--- src/rtl/uart_pkg.sv ---
// Constants and FSM encoding shared by the UART transmitter and receiver.
package uart_pkg;

  localparam int CNT_W  = 5;
  localparam int BYTE_W = 8;

  typedef enum logic [1:0] {
    IDLE  = 2'd0,
    START = 2'd1,
    DATA  = 2'd2,
    STOP  = 2'd3
  } uart_state_e;

endpackage

--- src/rtl/uart_tx_fifo.sv ---
// Byte FIFO in front of the UART serialiser: register array, wrapping pointers
// and an occupancy count that drives full/empty.
module uart_tx_fifo
  import uart_pkg::*;
#(
  parameter int DEPTH = 4
) (
  input  logic              clk_i,
  input  logic              rst_i,
  input  logic              push,
  input  logic [BYTE_W-1:0] wdata,
  input  logic              pop,
  output logic [BYTE_W-1:0] rdata,
  output logic              full,
  output logic              empty
);

  localparam int PW = $clog2(DEPTH);
  localparam int CW = PW + 1;

  logic [BYTE_W-1:0] mem [DEPTH];
  logic [PW-1:0]     wr_ptr, rd_ptr;
  logic [CW-1:0]     count;
  logic              do_push, do_pop;

  // A full FIFO refuses the push even when a pop happens in the same cycle.
  assign do_push = push && !full;
  assign do_pop  = pop && !empty;

  // NOTE: the storage array has no reset; count and pointers decide which
  // entries are meaningful, so resetting the data would only cost flops.
  always_ff @(posedge clk_i) begin
    if (do_push) mem[wr_ptr] <= wdata;
  end

  always_ff @(posedge clk_i or negedge rst_i) begin
    if (!rst_i) begin
      wr_ptr <= '0;
      rd_ptr <= '0;
      count  <= '0;
    end else begin
      if (do_push) wr_ptr <= wr_ptr + PW'(1);
      if (do_pop)  rd_ptr <= rd_ptr + PW'(1);
      unique case ({do_push, do_pop})
        2'b10:   count <= count + CW'(1);
        2'b01:   count <= count - CW'(1);
        default: count <= count;
      endcase
    end
  end

  assign rdata = mem[rd_ptr];
  assign full  = (count == CW'(DEPTH));
  assign empty = (count == '0);

endmodule

--- src/rtl/uart_tx.sv ---
// UART transmitter: FIFO-buffered bytes serialised 8N1/8N2, LSB first, with
// each bit lasting OVERSAMPLE+1 baud ticks.
module uart_tx
  import uart_pkg::*;
#(
  parameter int OVERSAMPLE = 15,
  parameter int STOP_BITS  = 1,
  parameter int FIFO_DEPTH = 4
) (
  input  logic              clk_i,
  input  logic              rst_i,
  input  logic              tx_tick_i,
  input  logic              tx_en_i,
  input  logic [BYTE_W-1:0] t_data_i,
  input  logic              t_valid_i,
  output logic              t_ready_o,
  output logic              tx_o,
  output logic              t_busy_o,
  output logic              t_done_o
);

  localparam logic [CNT_W-1:0] BIT_LAST  = CNT_W'(OVERSAMPLE);
  localparam logic             STOP_LAST = 1'(STOP_BITS - 1);

  uart_state_e       state_q, state_d;
  logic [CNT_W-1:0]  cnt_q, cnt_d;
  logic [2:0]        bit_cnt_q, bit_cnt_d;
  logic              stop_q, stop_d;
  logic [BYTE_W-1:0] shreg_q, shreg_d;
  logic              tx_q, tx_d;
  logic              done_q, done_d;

  logic              fifo_pop, fifo_full, fifo_empty, bit_end;
  logic [BYTE_W-1:0] fifo_rdata;

  uart_tx_fifo #(.DEPTH(FIFO_DEPTH)) u_fifo (
    .clk_i (clk_i),
    .rst_i (rst_i),
    .push  (t_valid_i),
    .wdata (t_data_i),
    .pop   (fifo_pop),
    .rdata (fifo_rdata),
    .full  (fifo_full),
    .empty (fifo_empty)
  );

  // NOTE: state registers use non-blocking assignments only; all next-state
  // arithmetic stays in the combinational process with blocking assignments.
  always_ff @(posedge clk_i or negedge rst_i) begin
    if (!rst_i) begin
      state_q   <= IDLE;
      cnt_q     <= '0;
      bit_cnt_q <= '0;
      stop_q    <= 1'b0;
      shreg_q   <= '0;
      tx_q      <= 1'b1;
      done_q    <= 1'b0;
    end else begin
      state_q   <= state_d;
      cnt_q     <= cnt_d;
      bit_cnt_q <= bit_cnt_d;
      stop_q    <= stop_d;
      shreg_q   <= shreg_d;
      tx_q      <= tx_d;
      done_q    <= done_d;
    end
  end

  // A disabled transmitter sees no ticks, so every counter below freezes.
  assign bit_end = tx_en_i && tx_tick_i && (cnt_q == BIT_LAST);

  always_comb begin
    // NOTE: every next-state value gets a hold default first so no path
    // through the case statement can infer a latch.
    state_d   = state_q;
    cnt_d     = cnt_q;
    bit_cnt_d = bit_cnt_q;
    stop_d    = stop_q;
    shreg_d   = shreg_q;
    tx_d      = tx_q;
    done_d    = 1'b0;
    fifo_pop  = 1'b0;

    if (tx_en_i && tx_tick_i && state_q != IDLE)
      cnt_d = bit_end ? '0 : cnt_q + CNT_W'(1);

    unique case (state_q)
      IDLE: begin
        tx_d = 1'b1;
        if (tx_en_i && !fifo_empty) begin
          fifo_pop = 1'b1;
          shreg_d  = fifo_rdata;
          tx_d     = 1'b0;
          cnt_d    = '0;
          state_d  = START;
        end
      end
      START: begin
        if (bit_end) begin
          tx_d      = shreg_q[0];
          bit_cnt_d = '0;
          state_d   = DATA;
        end
      end
      DATA: begin
        if (bit_end) begin
          shreg_d = shreg_q >> 1;
          if (bit_cnt_q == 3'd7) begin
            tx_d    = 1'b1;
            stop_d  = 1'b0;
            state_d = STOP;
          end else begin
            bit_cnt_d = bit_cnt_q + 3'd1;
            tx_d      = shreg_q[1];
          end
        end
      end
      STOP: begin
        if (bit_end) begin
          if (stop_q == STOP_LAST) begin
            done_d  = 1'b1;
            stop_d  = 1'b0;
            state_d = IDLE;
          end else begin
            stop_d = 1'b1;
          end
        end
      end
    endcase
  end

  assign t_ready_o = !fifo_full;
  assign tx_o      = tx_q;
  assign t_busy_o  = (state_q != IDLE);
  assign t_done_o  = done_q;

endmodule

--- config.mk ---
export PLATFORM = sky130hd
export DESIGN_NAME = uart_tx
export DESIGN_NICKNAME = d
export VERILOG_FILES = /design/src/rtl/uart_pkg.sv /design/src/rtl/uart_tx_fifo.sv /design/src/rtl/uart_tx.sv
export SDC_FILE = /design/constraint.sdc
export NUM_CORES = 1
export LEC_CHECK = 0
export CAP_MARGIN = 10
export CORE_MARGIN = 1
export CORE_UTILIZATION = 55
export CTS_BUF_LIST = sky130_fd_sc_hd__clkbuf_4 sky130_fd_sc_hd__clkbuf_8
export CTS_CLUSTER_DIAMETER = 40
export DETAILED_ROUTE_END_ITERATION = 10
export HOLD_SLACK_MARGIN = 0.12
export PLACE_DENSITY_LB_ADDON = 0.12
export SLEW_MARGIN = 25
export SYNTH_ARGS = -nofsm -noshare
export SYNTH_HDL_FRONTEND = slang
export SYNTH_SLANG_ARGS = --single-unit
--- constraint.sdc ---
create_clock -name clk_i -period 2.35 [get_ports clk_i]
set_input_delay 0.47 -clock clk_i [delete_from_list [all_inputs] [get_ports clk_i]]
set_output_delay 0.47 -clock clk_i [all_outputs]
set_load 0.01 [all_outputs]
Word-level counts from Yosys, hierarchy flattened. Memories as Yosys holds them, arrays and structs flattened. Index checks and enable logic that the tools add are counted.

Register bits: 28. RAM bits: 32. Memories kept: 1.

Memories: u_fifo.mem (words 4, bits a word 8, read ports 1, clocked after memory_dff 0, write ports 1, line uart_tx_fifo.sv:21) `logic [BYTE_W-1:0] mem [DEPTH];`.

$add $sub $neg: 6. Equal/unequal tests: 15. Multiplexer cells: 36. Reductions and logical operators: 21.

Operators with widths (number): two-way mux 5 bit (4); two-way mux 8 bit (2); case mux 8 bit (2 select lines) (1); two-way mux 1 bit (15); inequality test 2 bit (second input constant) (7); two-way mux 2 bit (6); case mux 3 bit (2 select lines) (2); nonzero test 2 bit (5); two-way mux 3 bit (3); case mux 2 bit (4 select lines) (1); AND reduction 4 bit (2); adder 3 x 1 -> 3 bit (second input constant) (2); == test 2 bit (second input constant) (3); == test 3 bit (second input constant) (2); logical AND 1 bit (6); AND reduction 3 bit (2); AND reduction 6 bit (1); adder 5 x 1 -> 5 bit (second input constant) (1); == test 5 x 4 -> 1 bit (second input constant) (1); adder 2 x 1 -> 2 bit (second input constant) (2); == test 2 x 1 -> 1 bit (second input constant) (2); logical NOT 3 bit (1); case mux 1 bit (3 select lines) (1); nonzero test 3 bit (1); 4 further kinds (5).

Depth between registers and ports, before layout.
Depth in word-level cells: 8. Depth in mapped cells: 11. Mapped depth without buffers: 11.

Hierarchy. A second synthesis with hierarchy kept.

Cell total of the unflattened synthesis: 186. Area, all modules: 2748.9 um^2.

By module, submodules not included: uart_tx_fifo (times used 1, cells each 80, area an instance 1584.0 um^2, sequential area each 1136.1 um^2); uart_tx (times used 1, cells each 106, area an instance 1164.9 um^2, sequential area each 501.7 um^2).

Worst setup path before layout. OpenSTA, ideal clock, no wires.

Kind: register -> register. From: register state_q[0]. To: register u_fifo.count[2]. Data arrival time: 2.187 ns. Data required time: 2.271 ns. Path slack: 0.084 ns. Cell stages (with the launch flop): 12. Clock period less this slack: 2.266 ns. Path through: dfrtp_1 inv_1 ha_1 inv_1 or2_2 inv_1 ha_1 inv_1 fa_1 xor2_1 nor2_1 xor2_1.

Longest elaborated chain between the ends: 5. Elaborated cells between the ends (all ways): 7. Those cells by class: eq/ne: 2; mux: 2; reduce/logical: 3.

RTL lines: start, declared (line uart_tx.sv:25) `uart_state_e state_q, state_d;`; start signal, assigned (line uart_tx.sv:59) `state_q <= state_d;`; logical NOT 2 bit * (line uart_tx.sv:87) `unique case (state_q)`; two-way mux 1 bit * (line uart_tx.sv:87); logical AND 1 bit * (line uart_tx_fifo.sv:28) `assign do_pop = pop && !empty;`; net u_fifo.do_pop (line uart_tx_fifo.sv:24) `logic do_push, do_pop;`; == test 2 x 1 -> 1 bit / == test 2 bit (equally long branches) (line uart_tx_fifo.sv:44) `unique case ({do_push, do_pop})`; case mux 3 bit (2 select lines) / nonzero test 2 bit (equally long branches); end signal, assigned (line uart_tx_fifo.sv:45) `2'b10: count <= count + CW'(1);`; end signal, assigned (line uart_tx_fifo.sv:46) `2'b01: count <= count - CW'(1);`; end signal, assigned (line uart_tx_fifo.sv:47) `default: count <= count;`; end, declared (line uart_tx_fifo.sv:23) `logic [CW-1:0] count;`.

Mark *: on every way through the listed nets, which the timed path passes. The rest lies on a longest branch. A chain may end at the register's enable or synchronous reset.

Worst setup path after layout. Same ends and word-level chain as after synthesis.

==> metrics.md <==
| Metric | Value |
|---|---|
| Max-cap viol count | `0` |
| Post-route ant nets | `0` |
| Worst slew margin relative to its limit | `55.6%` |
| Transition time at the pin with the least slew margin | `0.666 ns` |
| Top cells by instance count after synthesis | `sky130_fd_sc_hd__edfxtp_1, sky130_fd_sc_hd__dfrtp_1, sky130_fd_sc_hd__mux2_2` |
| Pwr per Cell Area | `1270 nW/µm²` |
| Crit-path max cell delay | `0.41 ns` |
| Minimum clock period | `2.22 ns` |
| Final design utilization | `68.9%` |
| CTS tree | `built` |
| Layout area overhead | `19.9%` |
| All-Layer GR Usage | `21.8%` |
| Ys async rst share | `45.8%` |
| Seq. cell area | `1640 µm²` |
| Multi-input combinational cell area | `996 µm²` |
| Syn_area_per_cell | `13.4 µm²` |
| Flop-to-flop setup slack | `0.13 ns` |
| Signal arrival time at the worst endpoint | `2.47 ns` |
| Type of element launching the critical path | `flip-flop` |
| Count of filler cells inserted in the layout | `332` |
| Global-route wire length before repair | `8.28 mm` |
| CP top delay family | `adder cells` |
| Number of buffers inserted by hold repair at cts | `0` |
| Hold WS | `0.511 ns` |
| Period utilization | `94.6%` |
| Met1 track utilization from global routing | `27.0%` |
| Layout Nets | `266` |
| Category of the critical setup timing path | `reg -> reg` |
| Drt wl/cell | `16.3 µm` |
| Leak | `1.36 nW` |
| Outcome | `completed` |
| Routability Congestion | `0.782` |
| Met3 usage in global routing | `4.17%` |
| List of cells traversed by the critical path | `inv_2 -> ha_4 -> inv_1 -> or2_2 -> inv_2 -> ha_2 -> inv_1 -> fa_1 -> xor2_1 -> nor2_1 -> xor2_1` |
| Fraction of layout cells with a size suffix above 1 | `28.8%` |
| Most instantiated library cell after synthesis | `sky130_fd_sc_hd__edfxtp_1` |
| Met2 Use GR | `36.1%` |
| Cell at the root of the clock tree | `sky130_fd_sc_hd__clkbuf_8` |
| Critical path peak fanout | `4` |
| Number of antenna violations at the first check in global routing | `0` |
| Number of standard-cell rows in the floorplan | `25` |
| Via/cell ratio | `5.29` |
| Count of yosys warnings during synthesis | `0` |
| Highest attainable clock frequency | `450 MHz` |
| Io pins | `17` |
| Core area | `4720 µm²` |
| Number of register bits inferred by synthesis | `59` |
| Drt drc | `0` |
| DP HPWL | `3.53 mm` |
| Busiest layer in global routing | `met2` |
| Y dimension of the die | `72.3 µm` |
| Total instance count after detailed placement | `291` |
| Final wirelength | `5.04 mm` |
| Area share of the largest cell type after synthesis | `35.4%` |
| Maximum buffer depth of the clock tree | `2` |
| Residual overflow from global routing | `0` |
| Final hold violation count | `0` |
| Die extent in x | `72.3 µm` |
| Count of non-filler cells in the finished layout | `310` |
| Main area contributors after synthesis | `sky130_fd_sc_hd__edfxtp_1, sky130_fd_sc_hd__dfrtp_1, sky130_fd_sc_hd__mux2_2` |
| Detailed-routing iteration count for the pre-antenna-repair pass | `4` |
| Die area | `5220 µm²` |
| Worst ir drop on vdd | `0.719 mV` |
| Post-route cell area | `3260 µm²` |
| Cell type contributing the most total cell area after synthesis | `sky130_fd_sc_hd__edfxtp_1` |
| Effective utilization at floorplan | `57.5%` |
| Synthesized net count | `229` |
| Number of enable flip-flop cells after synthesis | `32` |
| Final setup vio count | `0` |
| H-tree lvl count | `3` |
| # clock sinks | `59` |
| Area of the mapped netlist | `2720 µm²` |
| Prevailing post-synth register cell | `sky130_fd_sc_hd__edfxtp_1` |
| Buffers added on ports | `16` |
| Number of buffers created by CTS | `9` |
| Gate count after technology mapping | `202` |
| Antenna fix cells | `0` |
| Final Skew | `0.00528 ns` |
| Required time of the worst setup path | `2.60 ns` |
| Pin count of the biggest net entering global routing | `28` |
| Class of the tightest hold or removal check | `reg -> reg` |
| Sequential element share of the synthesized area | `60.3%` |
| Clock slew at reported path FFs | `0.06 ns` |
| Clk_lat worst skew | `0.32 ns` |
| Cell Area, Placed | `3020 µm²` |
| Buffer and inverter count on the worst path | `4` |
| Vias in the first global route | `1731` |
| Count of unique library cells instantiated by Yosys | `34` |
| Initial DRC Count | `88` |
| Worst-path cell with the longest stage delay | `sky130_fd_sc_hd__dfrtp_1` |
| Max-slew violation count | `0` |
| Total via count in the routed design | `1641` |
| Critical path endpoint category | `flip-flop` |
-- per-layer routing --
layer | wire length, µm | part of all wire [%] | vias to the layer above
met5 | 0 | 0 | -
li1 | - | - | 785
met1 | 2220 | 44 | 823
met2 | 2610 | 52 | 24
met3 | 129 | 2.6 | 9
met4 | 82 | 1.6 | 0
-- report_power, final --
| group | total [W] | internal, W | switching [W] |
|---|---|---|---|
| registers | 0.00164 | 0.00142 | 0.000219 |
| clock network | 0.000872 | 0.000516 | 0.000356 |
| logic | 0.00164 | 0.000835 | 0.000804 |
| total | 0.00415 | 0.00277 | 0.00138 |
-- final timing paths --
| check | startpoint | endpoint | depth (start not counted) |
|---|---|---|---|
| worst max-delay path | state_q[0] | u_fifo.count[2] | 11 |
| worst min-delay path | shreg_q[6] | shreg_q[6] | 1 |
| worst max register to register | state_q[0] | u_fifo.count[2] | 11 |
| worst min register to register | shreg_q[6] | shreg_q[6] | 1 |
| max in group asynchronous | rst_i | tx_o | 2 |
| min in group asynchronous | rst_i | bit_cnt_q[0] | 2 |
-- cells in the final DEF (no fill, tap or decap), types with 8 or more instances in the layout --
cell / instances
sky130_fd_sc_hd__clkbuf_8: 9
sky130_fd_sc_hd__inv_1: 16
sky130_fd_sc_hd__buf_4: 16
sky130_fd_sc_hd__a21oi_1: 8
sky130_fd_sc_hd__edfxtp_1: 32
sky130_fd_sc_hd__nor2_1: 10
sky130_fd_sc_hd__mux2_2: 25
sky130_fd_sc_hd__ha_1: 11
sky130_fd_sc_hd__nand2_1: 9
sky130_fd_sc_hd__clkdlybuf4s50_1: 16
sky130_fd_sc_hd__dfrtp_1: 26
-- area by class of cell --
type	instances	share of cell area, %
timing repair buffer	32	8.61
sequential	59	50.3
clock buffer	12	4.50
clock inverter	3	1.23
tap	67	2.57
inverter	19	2.19
multi-input combinational	118	30.6
-- what timing repair did --
item	4_1_cts	5_1_grt
resized for setup	0	6
buffers inserted	0	4
setup endpoints to repair	0	1
-- cell families after synthesis --
family          count (synthesis)  synth area share [%]
flops                          59                  60.3
simple gates                   38                  7.33
compound gates                 29                  7.24
mux                            28                  11.9
buf+inv                        25                  3.55
fa+ha+maj                      14                  6.73
xor+xnor                        9                  2.90
-- state kept, by name (all words and copies together) (netlist names) --
register / cells
bit_cnt_q: 3
cnt_q: 5
shreg_q: 8
state_q: 2
t_done_o: 1
tx_o: 1
u_fifo.count: 3
u_fifo.mem: 32
u_fifo.rd_ptr: 2
u_fifo.wr_ptr: 2
-- stage by stage --
step           setup slack [ns]  total power, W  setup TNS, ns
2_1_floorplan            0.0839         0.00270              0
3_3_place_gp            -0.0701         0.00308        -0.0701
3_5_place_dp             -0.195         0.00319         -0.250
4_1_cts                  0.0314         0.00406              0
5_1_grt                -0.00620         0.00441       -0.00620
6_report                  0.127         0.00415              0
-- worst reg2reg max path, cell delays in order (launching register included) --
cell	delay, ns
sky130_fd_sc_hd__dfrtp_1	0.41
sky130_fd_sc_hd__inv_2	0.12
sky130_fd_sc_hd__ha_4	0.14
sky130_fd_sc_hd__inv_1	0.05
sky130_fd_sc_hd__or2_2	0.31
sky130_fd_sc_hd__inv_2	0.07
sky130_fd_sc_hd__ha_2	0.18
sky130_fd_sc_hd__inv_1	0.05
sky130_fd_sc_hd__fa_1	0.37
sky130_fd_sc_hd__xor2_1	0.16
sky130_fd_sc_hd__nor2_1	0.12
sky130_fd_sc_hd__xor2_1	0.15
No activity file was read; power rests on OpenSTA's default activity.
